<file path="config.mk">
export PLATFORM = sky130hd
export DESIGN_NAME = input_debouncer
export DESIGN_NICKNAME = d
export VERILOG_FILES = /design/src/rtl/input_debouncer.sv
export SDC_FILE = /design/constraint.sdc
export NUM_CORES = 1
export LEC_CHECK = 0
export CAP_MARGIN = 15
export CORE_AREA = 2 2 39 41
export CTS_CLUSTER_DIAMETER = 120
export DETAILED_ROUTE_END_ITERATION = 7
export DIE_AREA = 0 0 41 43
export DONT_BUFFER_PORTS = 1
export PLACE_DENSITY_LB_ADDON = 0.2
export SKIP_CTS_REPAIR_TIMING = 1
export SLEW_MARGIN = 40
export SYNTH_ARGS = -nofsm -noshare
export SYNTH_HDL_FRONTEND = slang
export SYNTH_SLANG_ARGS = --single-unit
</file>
<file path="constraint.sdc">
create_clock -name clk -period 1.55 [get_ports clk]
set_input_delay 0 -clock clk [delete_from_list [all_inputs] [get_ports clk]]
set_output_delay 0 -clock clk [all_outputs]
set_load 0.1 [all_outputs]
</file>
<file path="src/rtl/input_debouncer.sv">
// input_debouncer
// Conditions a raw, possibly bouncing single-bit input into a clean level
// synchronous to clk. The input passes through a two-flop synchroniser.
// A four-state FSM then accepts a new level only after STABLE_CYCLES
// consecutive synchronised samples at that level. Registered one-cycle
// rise/fall strobes mark each accepted change.
module input_debouncer #(
  parameter int STABLE_CYCLES = 4,
  parameter int CNT_W         = $clog2(STABLE_CYCLES)
) (
  input  logic clk,
  input  logic rst,
  input  logic d_raw,
  output logic y,
  output logic rise,
  output logic fall
);

  // FSM encoding
  localparam logic [1:0] STABLE_LOW  = 2'd0;
  localparam logic [1:0] WAIT_HIGH   = 2'd1;
  localparam logic [1:0] STABLE_HIGH = 2'd2;
  localparam logic [1:0] WAIT_LOW    = 2'd3;

  // Counter value on the final qualifying sample of a new level
  localparam logic [CNT_W-1:0] CNT_LAST = CNT_W'(STABLE_CYCLES - 1);

  logic             sync1;
  logic             sync2;
  logic [1:0]       state;
  logic [CNT_W-1:0] cnt;

  // Two-flop synchroniser; only sync2 is allowed to reach the FSM
  always_ff @(posedge clk) begin
    // NOTE: sequential state uses non-blocking assignments so every flop
    // samples the pre-edge value; blocking here would collapse sync1/sync2
    // into a single flop.
    if (rst) begin
      sync1 <= 1'b0;
      sync2 <= 1'b0;
    end else begin
      sync1 <= d_raw;
      sync2 <= sync1;
    end
  end

  // Debounce FSM: count consecutive samples at the opposite level, commit on the last one
  always_ff @(posedge clk) begin
    if (rst) begin
      state <= STABLE_LOW;
      cnt   <= '0;
      y     <= 1'b0;
      rise  <= 1'b0;
      fall  <= 1'b0;
    end else begin
      // Strobes default low; they are set only on the committing edge
      rise <= 1'b0;
      fall <= 1'b0;
      case (state)
        STABLE_LOW: begin
          if (sync2) begin
            state <= WAIT_HIGH;
            cnt   <= CNT_W'(1);
          end
        end
        WAIT_HIGH: begin
          if (!sync2) begin
            // Excursion too short: drop it without a strobe
            state <= STABLE_LOW;
            cnt   <= '0;
          end else if (cnt == CNT_LAST) begin
            state <= STABLE_HIGH;
            y     <= 1'b1;
            rise  <= 1'b1;
            cnt   <= '0;
          end else begin
            cnt <= cnt + CNT_W'(1);
          end
        end
        STABLE_HIGH: begin
          if (!sync2) begin
            state <= WAIT_LOW;
            cnt   <= CNT_W'(1);
          end
        end
        WAIT_LOW: begin
          if (sync2) begin
            state <= STABLE_HIGH;
            cnt   <= '0;
          end else if (cnt == CNT_LAST) begin
            state <= STABLE_LOW;
            y     <= 1'b0;
            fall  <= 1'b1;
            cnt   <= '0;
          end else begin
            cnt <= cnt + CNT_W'(1);
          end
        end
        default: begin
          state <= STABLE_LOW;
          cnt   <= '0;
        end
      endcase
    end
  end

endmodule

</file>
==> flow_summary_export.csv, run 1 <==
group,metric,value,unit
synthesis,synth-compound-area-share,12.45,%
status,status,"finished clean",
placed_design,post-place-ws,0.3904,ns
die,fp.dieW,41,um
setup_path,crit_required,1.74,ns
worst_hold_path,min_path_type,"in2reg",
setup_path,path_class,"reg2reg",
cts,clock-root-buffer,"clkbuf_4",
sta,clock_skew,0.001394,ns
power_and_ir_drop,powerDensity,1120,nW/um^2
power_and_ir_drop,p_int,350.4,uW
cts,clk_latency,0.25,ns
setup_path,cp-start-kind,"flop",
sta,slew_headroom,78.09,%
synthesis,syn_area,321.6,um^2
die,start_util,23.24,%
setup_path,critPathCaptureType,"flop",
sta,whs,0.4159,ns
global_routing,grt-ovfl-total,0,
finish,regArea,180.2,um^2
synthesis,syn_nets,36,
drt,routed_via_density,4.411,
die,core_area,1384,um^2
synthesis,synthMuxAreaShare,0,%
sta,tns,0,ns
sta,drv_slew,0,
synthesis,synth_top_family_by_area,"simple AND/OR/NAND/NOR gates",
drt,wl,584,um
drt,ant_nets,0,
synthesis,synth-seq-cells,9,
finish,n_antenna_cell,0,
cts,cts_buffers,3,
sta,fin_crit_sh,75.20,%
sta,rsz0062_at_grt,"false",
drt,drc,0,
finish,stdcell_count,56,
finish,fill_cells,148,
finish,multi_input_area,133.9,um^2
power_and_ir_drop,ir_drop,399.6,uV
setup_path,crit_slowest_cell,"or3b_1",
setup_path,max_stage_delay,0.42,ns
drt,wl_per_cell,10.43,um
finish,layout.nets,45,
die,die_area,1763,um^2
finish,utilization,29.39,%
synthesis,synth-simple-area-share,22.57,%
die,die_height,43,um
run,maxCapViolCount,0,
cts,cts_sinks,9,
synthesis,synth_area_per_cell,10.05,um^2
global_routing,grt_usage,9.798,%
finish,fin_area,406.6,um^2
sta,tightest_slew,0.3276,ns
die,top_level_ports,6,
placed_design,gp_congestion,0.6347,
worst_hold_path,holdPathStages,2,
drt,top_layer,"met3",
drt,route.met2.wl,295,um
global_routing,antenna_found_initial,0,
setup_path,reg2reg_depth,3,
global_routing,grt_pass1_vias,266,
cts,cts.htree.levels,1,
power_and_ir_drop,finalPower,455.6,uW
cts,cts_buffer_depth,2,
die,num_rows,14,
power_and_ir_drop,switching_share,23.08,%
cts,clk_pin_slew,0.06,ns
power_and_ir_drop,seqPwrFrac,53.5,%
setup_path,crit_arrival,1.35,ns
synthesis,seq_area_frac_synth,56.03,%
placed_design,numPortBuffers,0,
power_and_ir_drop,p_sw,105.2,uW
setup_path,path_max_fanout,5,
synthesis,synth_fa_ha_area_share,3.891,%
finish,final_cell_mix,"9 x dfxtp_1, 3 x nand2_1, 3 x clkbuf_4, 3 x buf_4",
sta,hold_violations,0,
finish,layout_commonest_cell,"dfxtp_1",
sta,period_needed,1.166,ns
drt,first_pass_iters,2,
synthesis,synthXorXnorAreaFrac,2.724,%
power_and_ir_drop,p_comb_share,9.0,%
finish,area_growth,26.46,%
drt,wl_met1,245,um
power_and_ir_drop,p_leak,0.1584,nW
global_routing,grt_start_max_net_pins,10,
sta,setup_viol,0,
setup_path,worstPathCellList,"xor2_1, or3b_1, a21oi_2",
placed_design,placed_area,360.3,um^2
drt,vias,247,
finish,drive_above_1_share,20.00,%
cts,cts_tree,"yes",
sta,fmax,857.9,MHz
drt,drt_iter0_drc,3,
placed_design,placed_cells,50,
synthesis,yosysWarnings,0,
sta,layout_setup_ws,0.3844,ns
power_and_ir_drop,clkPwrFrac,37.4,%
global_routing,grt_pass1_wl,1097,um
placed_design,hpwl,467.6,um
synthesis,synthCells,32,
synthesis,ys_types,17,
drt,met3_length,43,um
==> cell families after synthesis <==
kind of cell,after synthesis
AND/OR/NAND/NOR,13
AO/OA/AOI/OAI,6
adder cells (fa/ha/maj),1
buffers and inverters,2
flip-flops,9
XOR/XNOR,1
==> synth_stat cells (all sizes together) <==
| master | number | share of area, % |
|---|---|---|
| dfxtp | 9 | 56 |
| a21oi | 3 | 5.8 |
| nand2 | 3 | 3.5 |
| nand3 | 2 | 3.1 |
| nor2 | 2 | 2.3 |
| nor2b | 2 | 3.9 |
| nor4b | 2 | 5.4 |
| a21o | 1 | 2.7 |
| clkbuf | 1 | 1.2 |
| ha | 1 | 3.9 |
| inv | 1 | 1.2 |
| nor3 | 1 | 1.6 |
| o21a | 1 | 2.3 |
| o21ai | 1 | 1.6 |
| or3b | 1 | 2.7 |
| xor2 | 1 | 2.7 |
==> worst max-delay path: cells and delay by family (launching register included) <==
family	cells	cell delay, ns
flops	1	0.41
simple gates	1	0.42
compound gates	1	0.12
xor+xnor	1	0.15
==> area by class of cell <==
type	instances	share of cell area [%]
Sequential cell	9	44.31
Tap cell	16	4.923
Inverter	1	0.9231
Timing Repair Buffer	5	10.46
Multi-Input combinational cell	21	32.92
Clock buffer	4	6.462
==> power groups by stage <==
stage          sequential (mW)  combinational [mW]  clock, mW
6_report                 0.244              0.0412      0.170
3_3_place_gp             0.249              0.0336          0
3_5_place_dp             0.249              0.0346          0
2_1_floorplan            0.265              0.0140          0
4_1_cts                  0.244              0.0347      0.183
5_1_grt                  0.245              0.0444      0.203
==> worst paths after layout <==
check / from / endpoint / slack (ns)
worst min-delay path: d_raw / sync1 / 0.42
worst max register to register: sync2 / cnt[1] / 0.38
worst min register to register: sync1 / sync2 / 0.45
worst max-delay path: sync2 / cnt[1] / 0.38
==> per-layer routing <==
metal / GRT usage (%) / up-vias
met5: 0 / -
met1: 9.836 / 116
met2: 15.31 / 7
met3: 6.283 / 0
met4: 4.000 / 0
li1: - / 124
No activity file was read; power rests on OpenSTA's default activity.
==> inputs of run 2 (changes only) <==
clock period = 1.1 ns   (was 1.55 ns; I/O delays follow)
==> flow_summary_export.csv, run 2 (synthesized netlist as in run 1, its figures left out) <==
group,metric,value,unit
placed_design,gp_congestion,0.5889,
finish,drive_above_1_share,46.51,%
cts,clock-root-buffer,"clkbuf_4",
run,maxCapViolCount,0,
drt,drc,0,
setup_path,reg2reg_depth,3,
sta,clock_skew,0.003167,ns
global_routing,grt_pass1_wl,1021,um
die,core_area,1384,um^2
drt,first_pass_iters,3,
setup_path,max_stage_delay,0.37,ns
placed_design,numPortBuffers,0,
die,die_area,1763,um^2
cts,cts.htree.levels,1,
global_routing,grt_pass1_vias,261,
status,status,"finished clean",
cts,cts_buffers,3,
finish,n_antenna_cell,0,
drt,routed_via_density,4.254,
global_routing,grt-ovfl-total,0,
sta,fmax,955.4,MHz
drt,drt_iter0_drc,3,
sta,drv_slew,0,
setup_path,crit_slowest_cell,"or3b_1",
drt,ant_nets,0,
die,start_util,23.24,%
sta,period_needed,1.047,ns
global_routing,antenna_found_initial,0,
sta,tns,0,ns
sta,tightest_slew,0.3969,ns
setup_path,critPathCaptureType,"flop",
worst_hold_path,holdPathStages,2,
power_and_ir_drop,ir_drop,718.7,uV
die,num_rows,14,
power_and_ir_drop,p_leak,0.1754,nW
sta,fin_crit_sh,95.15,%
placed_design,post-place-ws,-0.01672,ns
cts,clk_pin_slew,0.06,ns
global_routing,grt_usage,9.164,%
placed_design,placed_area,384.1,um^2
cts,cts_tree,"yes",
drt,wl_per_cell,10.58,um
sta,rsz0062_at_grt,"false",
finish,fin_area,467.9,um^2
sta,setup_viol,0,
finish,final_cell_mix,"6 x buf_4, 5 x dfxtp_1, 3 x dfxtp_2, 3 x clkbuf_4",
drt,wl,624,um
global_routing,grt_start_max_net_pins,10,
sta,hold_violations,0,
sta,layout_setup_ws,0.05335,ns
finish,stdcell_count,59,
cts,cts_sinks,9,
finish,layout_commonest_cell,"buf_4",
die,die_height,43,um
worst_hold_path,min_from,"d_raw",
setup_path,cp-start-kind,"flop",
setup_path,path_class,"reg2reg",
drt,vias,251,
cts,cts_buffer_depth,2,
setup_path,worstPathCellList,"xor2_1, or3b_1, a21oi_2",
worst_hold_path,min_path_type,"in2reg",
sta,slew_headroom,73.45,%
power_and_ir_drop,powerDensity,1407,nW/um^2
placed_design,placed_cells,53,
cts,clk_latency,0.25,ns
placed_design,hpwl,430,um
die,top_level_ports,6,
setup_path,crit_arrival,1.23,ns
finish,area_growth,45.53,%
die,fp.dieW,41,um
finish,layout.nets,48,
setup_path,crit_required,1.28,ns
setup_path,path_max_fanout,2,
[run 2: changes by cell type in the layout (fill, tap and decap cells not counted), sizes merged]
cell | before | now
buf | 3 | 6
[run 2: path summary, 6_finish.rpt]
path / end / slack [ns]
hold reg to reg: sync2 / 0.45
setup reg to reg: cnt[1] / 0.05
setup / recovery: cnt[1] / 0.05
hold / removal: sync1 / 0.42
[run 2: area by class of cell]
type / count / area (um^2)
fill: 152 / 915.9
sequential: 9 / 187.7
multi-input combinational: 21 / 165.2
timing repair buffer: 8 / 65.06
clock buffer: 4 / 26.28
tap: 16 / 20.02
inverter: 1 / 3.754
[run 2: critical path, delay by kind of cell (launching register included)]
| family | cells | cell delay (ns) |
|---|---|---|
| flip-flops | 1 | 0.32 |
| AND/OR/NAND/NOR | 1 | 0.37 |
| AO/OA/AOI/OAI | 1 | 0.12 |
| XOR/XNOR | 1 | 0.16 |
[run 2: per-stage QoR]
stage               hold WS, ns  utilization, %  power, mW
floorplan                0.1282               -     0.3943
global placement        0.06480           27.76     0.4021
detailed placement      0.06695           27.76     0.4033
CTS                     -0.2064           29.66     0.6553
global route             0.4244           33.82     0.6920
finish                   0.4153           33.82     0.6583
[run 2: routing by layer]
| layer | vias up | part of all wire, % | wire length (um) | track usage (%) |
|---|---|---|---|---|
| met2 | 5 | 50 | 309 | 13.75 |
| met3 | 0 | 4.8 | 30 | 4.712 |
| met1 | 113 | 46 | 284 | 9.416 |
| li1 | 133 | - | - | - |
| met5 | - | 0 | 0 | 0 |
| met4 | 0 | 0 | 0 | 6.000 |
[run 2: report_power, final]
group	switching, mW	total (mW)	leakage (nW)	internal (mW)
Clock	0.109	0.248	0.0150	0.139
Sequential	0.00709	0.343	0.0754	0.336
Combinational	0.0427	0.0672	0.0850	0.0245
==> inputs of run 3 (changes only) <==
RECOVER_POWER = 50   (was unset)
==> flow_summary_export.csv, run 3 (synthesized netlist as in run 1, its figures left out) <==
group,metric,value,unit
drt,met3_length,30,um
die,die_area,1763,um^2
sta,rsz0062_at_grt,"false",
drt,routed_via_density,4.254,
setup_path,crit_arrival,1.23,ns
drt,first_pass_iters,3,
cts,cts_buffer_depth,2,
setup_path,worstPathCellList,"xor2_1, or3b_1, a21oi_2",
cts,cts_sinks,9,
power_and_ir_drop,seqPwrFrac,52.1,%
sta,slew_headroom,67.87,%
die,top_level_ports,6,
power_and_ir_drop,p_int,499.0,uW
power_and_ir_drop,finalPower,657.8,uW
setup_path,critPathCaptureType,"flop",
drt,wl_met1,285,um
cts,clk_pin_slew,0.06,ns
drt,ant_nets,0,
drt,wl_per_cell,10.56,um
finish,layout_commonest_cell,"dfxtp_1",
die,num_rows,14,
finish,drive_above_1_share,46.51,%
cts,clk_latency,0.25,ns
finish,area_growth,43.97,%
run,maxCapViolCount,0,
finish,layout.nets,48,
power_and_ir_drop,powerDensity,1421,nW/um^2
sta,period_needed,1.047,ns
die,die_height,43,um
finish,fill_cells,152,
sta,hold_violations,0,
die,fp.dieW,41,um
drt,vias,251,
sta,fin_crit_sh,95.15,%
setup_path,path_class,"reg2reg",
sta,whs,0.4153,ns
global_routing,grt_usage,9.164,%
setup_path,crit_required,1.28,ns
worst_hold_path,min_from,"d_raw",
power_and_ir_drop,p_leak,0.1752,nW
power_and_ir_drop,p_comb_share,10.1,%
die,core_area,1384,um^2
placed_design,hpwl,430,um
sta,drv_slew,0,
global_routing,antenna_found_initial,0,
setup_path,max_stage_delay,0.37,ns
global_routing,grt-ovfl-total,0,
power_and_ir_drop,clkPwrFrac,37.8,%
cts,cts_tree,"yes",
drt,drc,0,
cts,clock-root-buffer,"clkbuf_4",
setup_path,cp_top_family,"simple AND/OR/NAND/NOR gates",
setup_path,worst-path-buf-inv,0,
drt,top_layer,"met3",
power_and_ir_drop,ir_drop,718.7,uV
sta,clock_skew,0.003167,ns
global_routing,grt_pass1_vias,261,
status,status,"finished clean",
drt,route.met2.wl,307,um
worst_hold_path,min_path_type,"in2reg",
die,start_util,23.24,%
finish,n_antenna_cell,0,
sta,setup_viol,0,
finish,final_cell_mix,"5 x dfxtp_1, 4 x clkbuf_4, 3 x dfxtp_2, 3 x buf_4",
setup_path,crit_slowest_cell,"or3b_1",
finish,multi_input_area,165.2,um^2
global_routing,grt_start_max_net_pins,10,
sta,tightest_slew,0.4852,ns
setup_path,path_max_fanout,2,
global_routing,grt_pass1_wl,1021,um
placed_design,gp_congestion,0.5889,
drt,drt_iter0_drc,3,
power_and_ir_drop,p_sw,158.7,uW
cts,cts.htree.levels,1,
placed_design,numPortBuffers,0,
setup_path,cp-start-kind,"flop",
cts,cts_buffers,3,
finish,regArea,187.7,um^2
sta,fmax,955.4,MHz
power_and_ir_drop,switching_share,24.13,%
drt,wl,623,um
==> run 3: routing by layer <==
layer	global-route usage, %	up-vias
met5	0	-
met3	4.712	0
met1	9.416	113
met2	13.75	5
li1	-	133
met4	6.000	0
==> run 3: path summary, 6_finish.rpt <==
kind | endpoint | slack (ns) | cells past startpoint
max reg2reg | cnt[1] | 0.05 | 3
max | cnt[1] | 0.05 | 3
min | sync1 | 0.42 | 2
min reg2reg | sync2 | 0.45 | 1
==> run 3: final cells by class <==
cell class | count | share of cell area [%]
clock buffer | 4 | 5.676
timing repair buffer | 8 | 12.97
tap | 16 | 4.324
multi-input combinational | 21 | 35.68
sequential | 9 | 40.54
inverter | 1 | 0.8108
==> run 3: metrics by stage <==
stage | instance area [um^2] | setup TNS, ns | setup WS [ns] | cells | utilization [%]
global route | 462.9 | 0 | 0.002670 | 59 | 33.45
CTS | 410.4 | -0.04958 | -0.04795 | 57 | 29.66
global placement | 384.1 | 0 | 0.05380 | 53 | 27.76
finish | 462.9 | 0 | 0.05335 | 59 | 33.45
floorplan | 322.8 | 0 | 0.001678 | 32 | -
detailed placement | 384.1 | -0.01672 | -0.01672 | 53 | 27.76
==> run 3: power groups by stage <==
stage / logic [mW] / registers [mW] / clock network (mW)
after global routing: 0.0723 / 0.344 / 0.275
final: 0.0667 / 0.343 / 0.248
after floorplan: 0.0195 / 0.375 / 0
after global placement: 0.0523 / 0.350 / 0
after detailed placement: 0.0530 / 0.350 / 0
after CTS: 0.0534 / 0.343 / 0.259
